==> config.mk <==
export PLATFORM = sky130hd
export DESIGN_NAME = inert_seq_gen
export DESIGN_NICKNAME = d
export VERILOG_FILES = /design/src/rtl/inert_seq_gen.sv
export SDC_FILE = /design/constraint.sdc
export NUM_CORES = 1
export LEC_CHECK = 0
export BUFFER_PORTS_ARGS = -buffer_cell sky130_fd_sc_hd__buf_4
export CORE_UTILIZATION = 50
export CTS_CLUSTER_DIAMETER = 200
export CTS_CLUSTER_SIZE = 8
export DETAILED_ROUTE_END_ITERATION = 7
export HOLD_SLACK_MARGIN = 0.12
export PLACE_DENSITY_LB_ADDON = 0.15
export SLEW_MARGIN = 20
export SYNTH_ARGS = -nofsm -noshare
export SYNTH_HDL_FRONTEND = slang
export SYNTH_SLANG_ARGS = --single-unit
==> constraint.sdc <==
create_clock -name clk -period 2.75 [get_ports clk]
set_input_delay 0.4125 -clock clk [delete_from_list [all_inputs] [get_ports clk]]
set_output_delay 0.4125 -clock clk [all_outputs]
set_load 0.05 [all_outputs]
==> src/rtl/inert_seq_gen.sv <==
// Inertial-sensor sequencer: power-up wait, init-table writes and interrupt-driven
// channel bursts over a 16-bit SPI master handshake, with timeout and re-init recovery.
module inert_seq_gen #(
  parameter int                   N_CH       = 2,
  parameter logic [N_CH*8-1:0]    CH_ADDR    = {8'h2C, 8'h22},
  parameter int                   N_INIT     = 4,
  parameter logic [N_INIT*16-1:0] INIT_CMDS  = {16'h1460, 16'h1150, 16'h1053, 16'h0D02},
  parameter int                   PWRUP_BITS = 16,
  parameter int                   TMO_BITS   = 20
) (
  input  logic                 clk,
  input  logic                 rst_n,
  input  logic                 INT,
  input  logic                 reinit,
  input  logic                 done,
  input  logic [15:0]          rd_data,
  output logic                 wrt,
  output logic [15:0]          cmd,
  output logic [N_CH*16-1:0]   data,
  output logic                 vld,
  output logic                 busy,
  output logic                 tmo,
  output logic                 init_done
);

  typedef enum logic [2:0] {PWRUP, INIT_WR, INIT_WT, IDLE, RD_WR, RD_WT} state_t;

  localparam logic [3:0] K_LAST = 4'(N_INIT - 1);
  localparam logic [3:0] J_LAST = 4'(2 * N_CH - 1);

  state_t                state_q, state_d;
  logic [PWRUP_BITS-1:0] pwr_cnt_q, pwr_cnt_d;
  logic [TMO_BITS-1:0]   tmo_cnt_q, tmo_cnt_d;
  logic [3:0]            k_q, k_d, j_q, j_d;
  logic                  int_meta_q, int_sync_q;
  logic                  pend_q, pend_d;
  logic                  wrt_q, wrt_d;
  logic [15:0]           cmd_q, cmd_d;
  logic [N_CH*16-1:0]    data_q, data_d, shad_q, shad_d;
  logic                  vld_q, vld_d, tmo_q, tmo_d, init_done_q, init_done_d;
  logic [15:0]           init_cmd;
  logic [7:0]            rd_addr;
  logic                  unused_rd_hi;

  assign unused_rd_hi = ^rd_data[15:8];

  always_comb begin
    state_d     = state_q;
    pwr_cnt_d   = '0;
    tmo_cnt_d   = '0;
    k_d         = k_q;
    j_d         = j_q;
    pend_d      = pend_q | reinit;
    wrt_d       = 1'b0;
    cmd_d       = cmd_q;
    shad_d      = shad_q;
    data_d      = data_q;
    vld_d       = 1'b0;
    tmo_d       = tmo_q;
    init_done_d = init_done_q;
    init_cmd    = '0;
    rd_addr     = '0;

    case (state_q)
      PWRUP: begin
        pend_d    = 1'b0;
        pwr_cnt_d = pwr_cnt_q + 1'b1;
        if (pwr_cnt_d == '1) begin
          pwr_cnt_d = '0;
          k_d       = '0;
          state_d   = INIT_WR;
        end
      end
      INIT_WR: begin
        pend_d  = 1'b0;
        state_d = INIT_WT;
      end
      INIT_WT: begin
        pend_d = 1'b0;
        if (done) begin
          if (k_q == K_LAST) begin
            init_done_d = 1'b1;
            state_d     = IDLE;
          end else begin
            k_d     = k_q + 4'd1;
            state_d = INIT_WR;
          end
        end
      end
      IDLE: begin
        tmo_cnt_d = tmo_cnt_q + 1'b1;
        if (int_sync_q) begin
          tmo_cnt_d = '0;
          j_d       = '0;
          state_d   = RD_WR;
        end else if (pend_q) begin
          tmo_cnt_d   = '0;
          pend_d      = 1'b0;
          init_done_d = 1'b0;
          state_d     = PWRUP;
        end else if (tmo_cnt_d == '1) begin
          tmo_cnt_d   = '0;
          tmo_d       = 1'b1;
          init_done_d = 1'b0;
          state_d     = PWRUP;
        end
      end
      RD_WR: begin
        state_d = RD_WT;
      end
      RD_WT: begin
        if (done) begin
          for (int i = 0; i < 2 * N_CH; i++)
            if (j_q == 4'(i)) shad_d[8*i +: 8] = rd_data[7:0];
          if (j_q == J_LAST) begin
            // final byte is bypassed straight from rd_data into the snapshot
            data_d  = shad_d;
            vld_d   = 1'b1;
            state_d = IDLE;
          end else begin
            j_d     = j_q + 4'd1;
            state_d = RD_WR;
          end
        end
      end
      default: state_d = PWRUP;
    endcase

    for (int i = 0; i < N_INIT; i++)
      if (k_d == 4'(i)) init_cmd = INIT_CMDS[16*i +: 16];
    for (int c = 0; c < N_CH; c++)
      if (j_d[3:1] == 3'(c)) rd_addr = CH_ADDR[8*c +: 8];
    rd_addr = rd_addr + {7'b0, j_d[0]};

    // wrt/cmd are launched on the edge that enters a write state
    if (state_d == INIT_WR) begin
      wrt_d = 1'b1;
      cmd_d = init_cmd;
    end else if (state_d == RD_WR) begin
      wrt_d = 1'b1;
      cmd_d = {1'b1, rd_addr[6:0], 8'h00};
    end
  end

  always_ff @(posedge clk or negedge rst_n) begin
    if (!rst_n) begin
      state_q     <= PWRUP;
      pwr_cnt_q   <= '0;
      tmo_cnt_q   <= '0;
      k_q         <= '0;
      j_q         <= '0;
      int_meta_q  <= 1'b0;
      int_sync_q  <= 1'b0;
      pend_q      <= 1'b0;
      wrt_q       <= 1'b0;
      cmd_q       <= '0;
      data_q      <= '0;
      vld_q       <= 1'b0;
      tmo_q       <= 1'b0;
      init_done_q <= 1'b0;
    end else begin
      state_q     <= state_d;
      pwr_cnt_q   <= pwr_cnt_d;
      tmo_cnt_q   <= tmo_cnt_d;
      k_q         <= k_d;
      j_q         <= j_d;
      int_meta_q  <= INT;
      int_sync_q  <= int_meta_q;
      pend_q      <= pend_d;
      wrt_q       <= wrt_d;
      cmd_q       <= cmd_d;
      data_q      <= data_d;
      vld_q       <= vld_d;
      tmo_q       <= tmo_d;
      init_done_q <= init_done_d;
    end
  end

  // shadow bytes are always fully rewritten before use, so no reset
  always_ff @(posedge clk) begin
    shad_q <= shad_d;
  end

  assign wrt       = wrt_q;
  assign cmd       = cmd_q;
  assign data      = data_q;
  assign vld       = vld_q;
  assign busy      = (state_q != IDLE);
  assign tmo       = tmo_q;
  assign init_done = init_done_q;

endmodule

==> qor.csv, run 1 <==
metric,value,unit
outcome,completed,
fp.dieH,113,um
place_congestion,0.879,
die-area,0.0128,mm2
ctsLongestPathBuffers,2,
port_buffers,61,
synth_area,0.00618,mm2
totalWireLength,12.8,mm
grt_pass1_wl,21.3,mm
worstPathArrival,2.82,ns
ant_nets,0,
first_pass_iters,4,
fin_ws,0.229,ns
critPathKind,reg2reg,
synthToLayoutAreaGrowth,20.5,%
pre_cts_ws,0.124,ns
ir_drop,399,uV
switchingPower,2230,uW
dpl.hpwl,8.60,mm
p_per_area,874,mW/mm2
required,3.05,ns
setup_tns,0,ns
drv_cap,0,
max_freq,397,MHz
fin_cells,806,
rsz0062_at_grt,false,
grt_util_all_layers,0.216,
setup_violations,0,
seq_area,0.00339,mm2
ys_ff_latch,129,
initial_utilization,0.515,
avgSynthCellArea,10.8,um2
seqPwrFrac,0.373,
max_slew_margin,0.524,
timing.final.crit_share,0.917,
p_int,4280,uW
worst_hold_path_type,in2reg,
synthAdderAreaFrac,0.0182,
std_cell_rows,40,
async_flop_share,0.752,
cts_sinks,129,
ys_seq_area_frac,0.548,
clk_pin_slew,0.06,ns
dieWidth,113,um
hold_viol_final,0,
p_leak,0.00336,uW
fillers,976,
hold_ws,0.220,ns
root_buffer,clkbuf_16,
drtIter0Drc,298,
fin_nets,676,
maxSlewViolCount,0,
ys_types,68,
grt_max_degree,54,
drive_gt1_frac,0.258,
vias_per_cell,5.52,
htreeDepth,4,
combPwrFrac,0.296,
worst_pin_slew,0.714,ns
synthFlopType,dfrtp_1,
synth-compound-area-share,0.0725,
synth-xor-area-share,0.0496,
via_count,4446,
first_global_vias,4344,
syn_inst,571,
final.min_clock_period,2.52,ns
cts_tree,done,
antenna_cells,0,
switching_share,0.343,
cp-start-kind,flip-flop,
dpl.cell_count,770,
clock_skew,0.00726,ns
drcViolationCount,0,
synth_edf_count,32,
synthSimpleGateAreaFrac,0.199,
antenna_found_initial,0,
clockPowerShare,0.330,
path_max_fanout,12,
cts_buffers,17,
multi_input_area,0.00262,mm2
ys_warn_count,0,
cp-end-kind,flip-flop,
insertion_delay,0.42,ns
synthMuxAreaShare,0.0793,
core,0.0120,mm2
synth_top_family_by_area,simple AND/OR/NAND/NOR gates,
io_pins,74,
post_drt_wl_per_cell,15.9,um
grt_overflow,0,
[worst max-delay path, cell delays in order (launching register included)]
cell,delay (ns)
dfrtp_1,0.39
ha_1,0.30
nand4_2,0.15
buf_4,0.19
nor4_4,0.25
buf_4,0.18
xnor2_1,0.07
nor3b_1,0.18
o2111ai_1,0.22
o21ai_2,0.19
buf_4,0.21
nand2_1,0.07
[registers in the layout, summed over array words and instances (netlist names), 3 cells and up]
signal / count
j_q: 4
shad_q: 32
cmd: 11
k_q: 4
pwr_cnt_q: 16
data: 32
tmo_cnt_q: 20
state_q: 3
[routing by layer]
layer,GRT usage,up-vias,part of all wire
met3,0.0562,22,0.049
met5,0,-,0
met1,0.281,2191,0.45
met2,0.337,110,0.47
met4,0.106,0,0.023
li1,-,2123,-
[cells in the final DEF (no fill, tap or decap), types with 7 or more instances in the layout]
cell	instances
o21ai_0	7
dfrtp_1	97
clkbuf_16	17
buf_4	75
a21oi_1	8
edfxtp_1	32
nor3_1	9
xnor2_1	21
nand2_1	107
nand3_1	19
mux2_2	40
xor2_1	14
nand4_1	13
ha_1	9
nor2_1	56
inv_1	18
[metrics by stage]
| step | cell area (um2) | utilization | total power, uW |
|---|---|---|---|
| after floorplan | 6190 | - | 3850 |
| after global placement | 6840 | 0.569 | 4340 |
| after detailed placement | 6840 | 0.569 | 4380 |
| after CTS | 7420 | 0.618 | 6570 |
| after global routing | 7450 | 0.620 | 6820 |
| final | 7450 | 0.620 | 6510 |
[power groups by stage]
stage               combinational (uW)  clock (uW)  sequential (uW)
CTS                               1940        2200             2430
floorplan                         1040           0             2810
global placement                  1890           0             2450
finish                            1930        2150             2430
detailed placement                1930           0             2460
global route                      2080        2270             2460
[area by class of cell]
cell class              instances  share of cell area
well taps                     147              0.0247
repair buffers                 79              0.0837
clock inverters                11              0.0155
multi-input cells             400               0.351
inverters                      19             0.00958
clock buffers                  21              0.0605
flip-flops and latches        129               0.455
[path summary, 6_finish.rpt]
check | startpoint | endpoint | slack [ns] | cells past startpoint
worst max-delay path | tmo_cnt_q[0] | state_q[0] | 0.23 | 11
worst min-delay path | reinit | pend_q | 0.22 | 2
worst max register to register | tmo_cnt_q[0] | state_q[0] | 0.23 | 11
worst min register to register | int_meta_q | int_sync_q | 0.40 | 0
max in group asynchronous | rst_n | data[5] | 1.44 | 3
min in group asynchronous | rst_n | tmo | 0.57 | 2
[cells in the mapped netlist, drive strengths merged, types with 3 or more instances]
cell type	n	area, um2
a21o	3	22.5
a21oi	8	40.0
and2	6	37.5
and4b	4	40.0
buf	13	82.6
clkbuf	13	50.0
dfrtp	97	2430
edfxtp	32	961
ha	9	113
inv	19	71.3
mux2	40	450
mux2i	4	40.0
nand2	107	402
nand3	20	113
nand3b	4	30.0
nand4	15	106
nor2	57	214
nor2b	5	31.3
nor3	9	45.0
nor3b	5	37.5
nor4	9	98.8
o21ai	14	88.8
o31ai	3	36.3
or3	3	18.8
xnor2	21	184
xor2	14	123
[logic make-up (layout without fill, tap and decap cells)]
kind of cell	after synthesis	count (layout)
XOR/XNOR	35	35
adder cells (fa/ha/maj)	9	9
buffers and inverters	45	130
flip-flops	129	129
AND/OR/NAND/NOR	252	252
AO/OA/AOI/OAI	56	56
multiplexers	44	44
other	1	4
[repair_timing]
action / in CTS / in global routing
buffers inserted: 0 / 2
endpoints found under the setup margin: 0 / 19
gates resized for setup: 0 / 3
hold buffers: 2 / 0
endpoints found under the hold margin: 53 / 0
Note: power is estimated with default switching activity, not from simulation.
==> run 2: changes to the inputs <==
Settings changed: CAP_MARGIN set to 20, CELL_PAD_IN_SITES_DETAIL_PLACEMENT set to 0, CELL_PAD_IN_SITES_GLOBAL_PLACEMENT set to 1.
Clock period 2.75 ns to 2.9 ns, I/O delays scaled along.
==> run 2 against run 1 <==
  * Sequential share of layout area increased by 0.24 points
  * Die area unchanged
  * Combinational power decreased by 8%
  * Final cell count decreased by 0.50%
  * Via count decreased by 2.8%
  * Global-route usage about the same
  * Non-clock buffer count decreased by 4
  * Final area decreased by 0.52%
  * Maximum frequency decreased by 3.4%
  * First-iteration DRC count decreased by 13%
  * Register-to-register slack improved by 0.06 ns
  * Critical path depth decreased by 3
  * Critical path type unchanged
  * Largest cell class unchanged
==> qor.csv, run 2 (synthesized netlist as in run 1, its figures left out) <==
metric,value,unit,change
grt_pass1_wl,21.3,mm,about the same
fillers,1006,,+3.1%
worst_hold_path_type,in2reg,,
ant_nets,0,,unchanged
initial_utilization,0.515,,unchanged
grt_util_all_layers,0.216,,about the same
root_buffer,clkbuf_16,,
maxSlewViolCount,0,,unchanged
p_per_area,832,mW/mm2,-4.8%
multi_input_area,0.00261,mm2,-0.24%
path_max_fanout,7,,-5
drv_cap,0,,unchanged
rsz0062_at_grt,false,,
grt_overflow,0,,unchanged
post_drt_wl_per_cell,15.6,um,-1.5%
placed_area,0.00681,mm2,-0.33%
die-area,0.0128,mm2,unchanged
grt_max_degree,54,,unchanged
setup_violations,0,,unchanged
fin_nets,672,,-0.59%
io_pins,74,,unchanged
first_pass_iters,4,,unchanged
setup_tns,0,ns,unchanged
mostFrequentLayoutCells,"107 x nand2_1, 97 x dfrtp_1, 72 x buf_4, 56 x nor2_1, 40 x mux2_2",,
hold_viol_final,0,,unchanged
worstPathArrival,2.96,ns,+0.14 ns
dpl.hpwl,8.64,mm,+0.47%
max_slew_margin,0.570,,+0.0463
insertion_delay,0.43,ns,about the same
synthToLayoutAreaGrowth,19.9,%,
drive_gt1_frac,0.261,,+0.00310
dieWidth,113,um,unchanged
cts_sinks,129,,unchanged
cp-start-kind,flip-flop,,
fin_cells,802,,-0.50%
totalWireLength,12.5,mm,-2.0%
htreeDepth,4,,unchanged
ir_drop,491,uV,+23%
ctsLongestPathBuffers,2,,unchanged
slowest_delay,0.54,ns,+0.15 ns
clk_pin_slew,0.06,ns,about the same
path_delay_family,compound AO/OA/AOI/OAI gates,,
path_buf_inv,0,,-3
crit_chain,"ha_1, nor2_1, nand4_1, a2111oi_1, o2111a_2, o21ai_1, or3_1, o211ai_2",,
first_global_vias,4313,,-0.71%
place_congestion,0.802,,-8.8%
outcome,completed,,
timing.final.crit_share,0.900,,-0.0165
post-cts-setup-buffers,0,,unchanged
std_cell_rows,40,,unchanged
drcViolationCount,0,,unchanged
cts_buffers,17,,unchanged
critPathKind,reg2reg,,
cp_slowest_cell,or3_1,,
worst_pin_slew,0.643,ns,-0.0706 ns
core,0.0120,mm2,unchanged
antenna_cells,0,,unchanged
max_freq,383,MHz,-3.4%
p_leak,0.00336,uW,-0.18%
fp.dieH,113,um,unchanged
required,3.25,ns,+0.20 ns
final_common_cell,nand2_1,,
clock_skew,0.00924,ns,+0.00198 ns
antenna_found_initial,0,,unchanged
vias_per_cell,5.39,,-2.3%
drtIter0Drc,259,,-13%
cp-end-kind,flip-flop,,
cts_tree,done,,
via_count,4320,,-2.8%
seq_area,0.00339,mm2,unchanged
postLayoutCellArea,0.00741,mm2,-0.52%
final.min_clock_period,2.61,ns,+0.0897 ns
port_buffers,61,,unchanged
dpl.cell_count,768,,-0.26%
run 2: layout make-up:
cell class                      instances  share of cell area
Sequential cell                       129               0.457
Multi-Input combinational cell        400               0.352
Timing Repair Buffer                   75              0.0784
Clock buffer                           17              0.0574
Tap cell                              147              0.0248
Clock inverter                         15              0.0203
Inverter                               19             0.00963
run 2: path summary, 6_finish.rpt:
| kind | cells past startpoint | from | to | slack [ns] |
|---|---|---|---|---|
| setup / recovery | 8 | pwr_cnt_q[0] | cmd[11] | 0.29 |
| hold / removal | 2 | reinit | pend_q | 0.26 |
| setup reg to reg | 8 | pwr_cnt_q[0] | cmd[11] | 0.29 |
| hold reg to reg | 0 | int_meta_q | int_sync_q | 0.38 |
| max in group asynchronous | 3 | rst_n | pwr_cnt_q[7] | 1.65 |
| min in group asynchronous | 2 | rst_n | pwr_cnt_q[0] | 0.57 |
run 2: where the power goes:
part           internal [uW]  switching [uW]  total, uW
sequential              2110             205       2310
clock                   1200             864       2070
combinational            648            1130       1780
total                   3960            2200       6160
run 2: what timing repair did:
action | in CTS | in global routing
setup endpoints to repair | 0 | 5
gates resized for setup | 0 | 1
endpoints found under the hold margin | 45 | 0
hold buffers | 2 | 0
run 2: through the flow:
stage / utilization / hold slack (ns) / worst slack (ns) / power, uW
2_1_floorplan: - / 0.139 / 0.248 / 3650
3_3_place_gp: 0.567 / 0.374 / 0.264 / 4100
3_5_place_dp: 0.567 / 0.375 / 0.241 / 4150
4_1_cts: 0.617 / 0.248 / 0.213 / 6230
5_1_grt: 0.617 / 0.263 / 0.0685 / 6480
6_report: 0.617 / 0.262 / 0.289 / 6160
run 2: worst register-to-register path, stage by stage, from the launching register on:
cell,delay [ns]
dfrtp_1,0.37
ha_1,0.29
nor2_1,0.13
nand4_1,0.11
a2111oi_1,0.40
o2111a_2,0.37
o21ai_1,0.12
or3_1,0.54
o211ai_2,0.22
run 2: routing by layer:
metal / up-vias / routed length [um] / GRT usage / share of wire
met5: - / 0 / 0 / 0
met4: 0 / 228 / 0.0947 / 0.018
met3: 18 / 601 / 0.0595 / 0.048
met2: 88 / 5890 / 0.339 / 0.47
met1: 2104 / 5830 / 0.281 / 0.46
li1: 2110 / - / - / -
==> run 3: changes to the inputs <==
--- a/config.mk
+++ b/config.mk
@@ -8,6 +8,4 @@
 export BUFFER_PORTS_ARGS = -buffer_cell sky130_fd_sc_hd__buf_4
 export CAP_MARGIN = 20
-export CELL_PAD_IN_SITES_DETAIL_PLACEMENT = 0
-export CELL_PAD_IN_SITES_GLOBAL_PLACEMENT = 1
 export CORE_UTILIZATION = 50
 export CTS_CLUSTER_DIAMETER = 200
==> constraint.sdc (replaced) <==
create_clock -name clk -period 2.9 [get_ports clk]
set_input_delay 0.29 -clock clk [delete_from_list [all_inputs] [get_ports clk]]
set_output_delay 0.29 -clock clk [all_outputs]
set_load 0.05 [all_outputs]
==> run 3 against run 2 <==
  * Flip-flop and latch count unchanged
  * Core utilization shrank 0.30 points
  * Final cell count down 0.12%
  * Global-route usage fell by 0.67 points
  * Critical path type unchanged
==> qor.csv, run 3 (synthesized netlist as in run 1, its figures left out) <==
metric,value,unit,change
outcome,completed,,
hold_depth,2,,unchanged
worstPathArrival,2.99,ns,+0.03 ns
p_per_area,829,mW/mm2,-0.39%
totalWireLength,12.3,mm,-2.0%
dieWidth,113,um,unchanged
p_int,4020,uW,+1.4%
dpl.hpwl,8.25,mm,-4.5%
fp.dieH,113,um,unchanged
grt_pass1_wl,20.8,mm,-2.3%
worst_pin_slew,0.813,ns,+0.170 ns
switching_share,0.343,,-0.0149
post-cts-setup-buffers,0,,unchanged
max_slew_margin,0.458,,-0.112
setup_violations,0,,unchanged
ir_drop,417,uV,-15%
root_buffer,clkbuf_16,,
r2r-start,pwr_cnt_q[0],,
cp_slowest_cell,or3_1,,
path_max_fanout,8,,+1
fillers,971,,-3.5%
grt_util_all_layers,0.209,,-0.00669
drive_gt1_frac,0.248,,-0.0134
holdPathEnd,shad_q[14],,
place_congestion,0.911,,+14%
final_common_cell,nand2_1,,
crit_chain,"ha_1, nor2_1, nand4_1, a2111oi_0, o2111a_2, a21oi_1, or3_1, o211ai_2",,
grt_max_degree,84,,+56%
r2r_cells,8,,unchanged
fin_nets,671,,-0.15%
cts_buffers,17,,unchanged
drcViolationCount,0,,unchanged
max_freq,377,MHz,-1.6%
core,0.0120,mm2,unchanged
first_pass_iters,4,,unchanged
switchingPower,2090,uW,-5.0%
r2r_slack,0.25,ns,-0.04 ns
insertion_delay,0.42,ns,about the same
cp-start-kind,flip-flop,,
mostFrequentLayoutCells,"107 x nand2_1, 97 x dfrtp_1, 70 x buf_4, 56 x nor2_1, 40 x mux2_2",,
synthToLayoutAreaGrowth,19.3,%,
ant_nets,0,,unchanged
antenna_cells,0,,unchanged
slowest_delay,0.52,ns,-0.02 ns
timing.final.crit_share,0.915,,+0.0145
hold_viol_final,0,,unchanged
worst_hold_path_type,in2reg,,
die-area,0.0128,mm2,unchanged
setup_tns,0,ns,unchanged
final.min_clock_period,2.65,ns,+0.0421 ns
rsz0062_at_grt,false,,
ctsLongestPathBuffers,2,,unchanged
clockPowerShare,0.331,,-0.004
r2r_end,cmd[10],,
htreeDepth,4,,unchanged
cp-end-kind,flip-flop,,
initial_utilization,0.515,,unchanged
required,3.23,ns,-0.02 ns
cts_sinks,129,,unchanged
cts_tree,done,,
drtIter0Drc,164,,-37%
clock_skew,0.0125,ns,+0.00325 ns
combPwrFrac,0.290,,about the same
maxSlewViolCount,0,,unchanged
first_global_vias,4312,,-0.023%
grt_overflow,0,,unchanged
std_cell_rows,40,,unchanged
post-route-util,0.614,,-0.00302
min_from,rd_data[6],,
seqPwrFrac,0.379,,+0.004
via_count,4284,,-0.83%
post_drt_wl_per_cell,15.4,um,-1.9%
drv_cap,0,,unchanged
port_buffers,61,,unchanged
antenna_found_initial,0,,unchanged
vias_per_cell,5.35,,-0.71%
p_leak,0.00332,uW,-1.2%
io_pins,74,,unchanged
clk_pin_slew,0.06,ns,about the same
critPathKind,reg2reg,,
==> run 3: cell count changes in the layout (fill, tap and decap cells not counted), sizes merged <==
cell | before | now
clkbuf | 17 | 22
bufinv | 1 | 2
inv | 26 | 20
buf | 73 | 71
dlygate4sd3 | 2 | 3
clkinv | 5 | 2
clkinvlp | 2 | 5
==> run 3: per-layer routing <==
layer  up-vias  share of wire  global-route usage
met5         -              0                   0
met4         0         0.0056              0.0851
met3         6          0.031              0.0503
met2        76           0.49               0.343
met1      2089           0.47               0.268
li1       2113              -                   -
==> run 3: worst max-delay path by stage <==
| stage | start | end | slack [ns] |
|---|---|---|---|
| after CTS | pwr_cnt_q[0] | cmd[10] | 0.23 |
| after global placement | pwr_cnt_q[0] | cmd[11] | 0.25 |
| after detailed placement | pwr_cnt_q[0] | cmd[10] | 0.21 |
| after floorplan | state_q[1] | shad_q[0] | 0.25 |
| after global routing | tmo_cnt_q[0] | state_q[0] | 0.05 |
| final | pwr_cnt_q[0] | cmd[10] | 0.25 |
==> run 3: power by group through the flow <==
stage	sequential (uW)	clock, uW	combinational, uW
floorplan	2670	0	983
global placement	2330	0	1750
detailed placement	2340	0	1790
CTS	2310	2050	1790
global route	2350	2130	1930
finish	2320	2020	1770
==> run 3: cell type report <==
| cell class | count | area [um2] | area share |
|---|---|---|---|
| clock buffers | 22 | 444 | 0.0602 |
| inverters | 19 | 71.3 | 0.00967 |
| flip-flops and latches | 129 | 3390 | 0.460 |
| clock inverters | 10 | 115 | 0.0156 |
| well taps | 147 | 184 | 0.0249 |
| repair buffers | 74 | 567 | 0.0769 |
| multi-input cells | 400 | 2600 | 0.353 |
==> run 3: repair_timing <==
item                                    4_1_cts  5_1_grt
gates resized for setup                       0        0
endpoints found under the setup margin        0        0
hold buffers                                  2        1
endpoints found under the hold margin         2       81
==> run 3: critical path, delay by kind of cell (launching register included) <==
kind / cells / cell delay, ns
AO/OA/AOI/OAI: 4 / 1.16
adder cells (fa/ha/maj): 1 / 0.29
flip-flops: 1 / 0.38
AND/OR/NAND/NOR: 3 / 0.74
==> run 3: through the flow <==
step / area (um2) / hold slack [ns] / power, uW / cells / setup WS (ns)
after floorplan: 6190 / -0.00559 / 3650 / 574 / 0.248
after detailed placement: 6780 / 0.346 / 4130 / 766 / 0.213
final: 7370 / 0.229 / 6110 / 801 / 0.247
after CTS: 7360 / 0.125 / 6160 / 800 / 0.233
after global routing: 7370 / 0.216 / 6410 / 801 / 0.0464
after global placement: 6780 / 0.334 / 4080 / 766 / 0.248
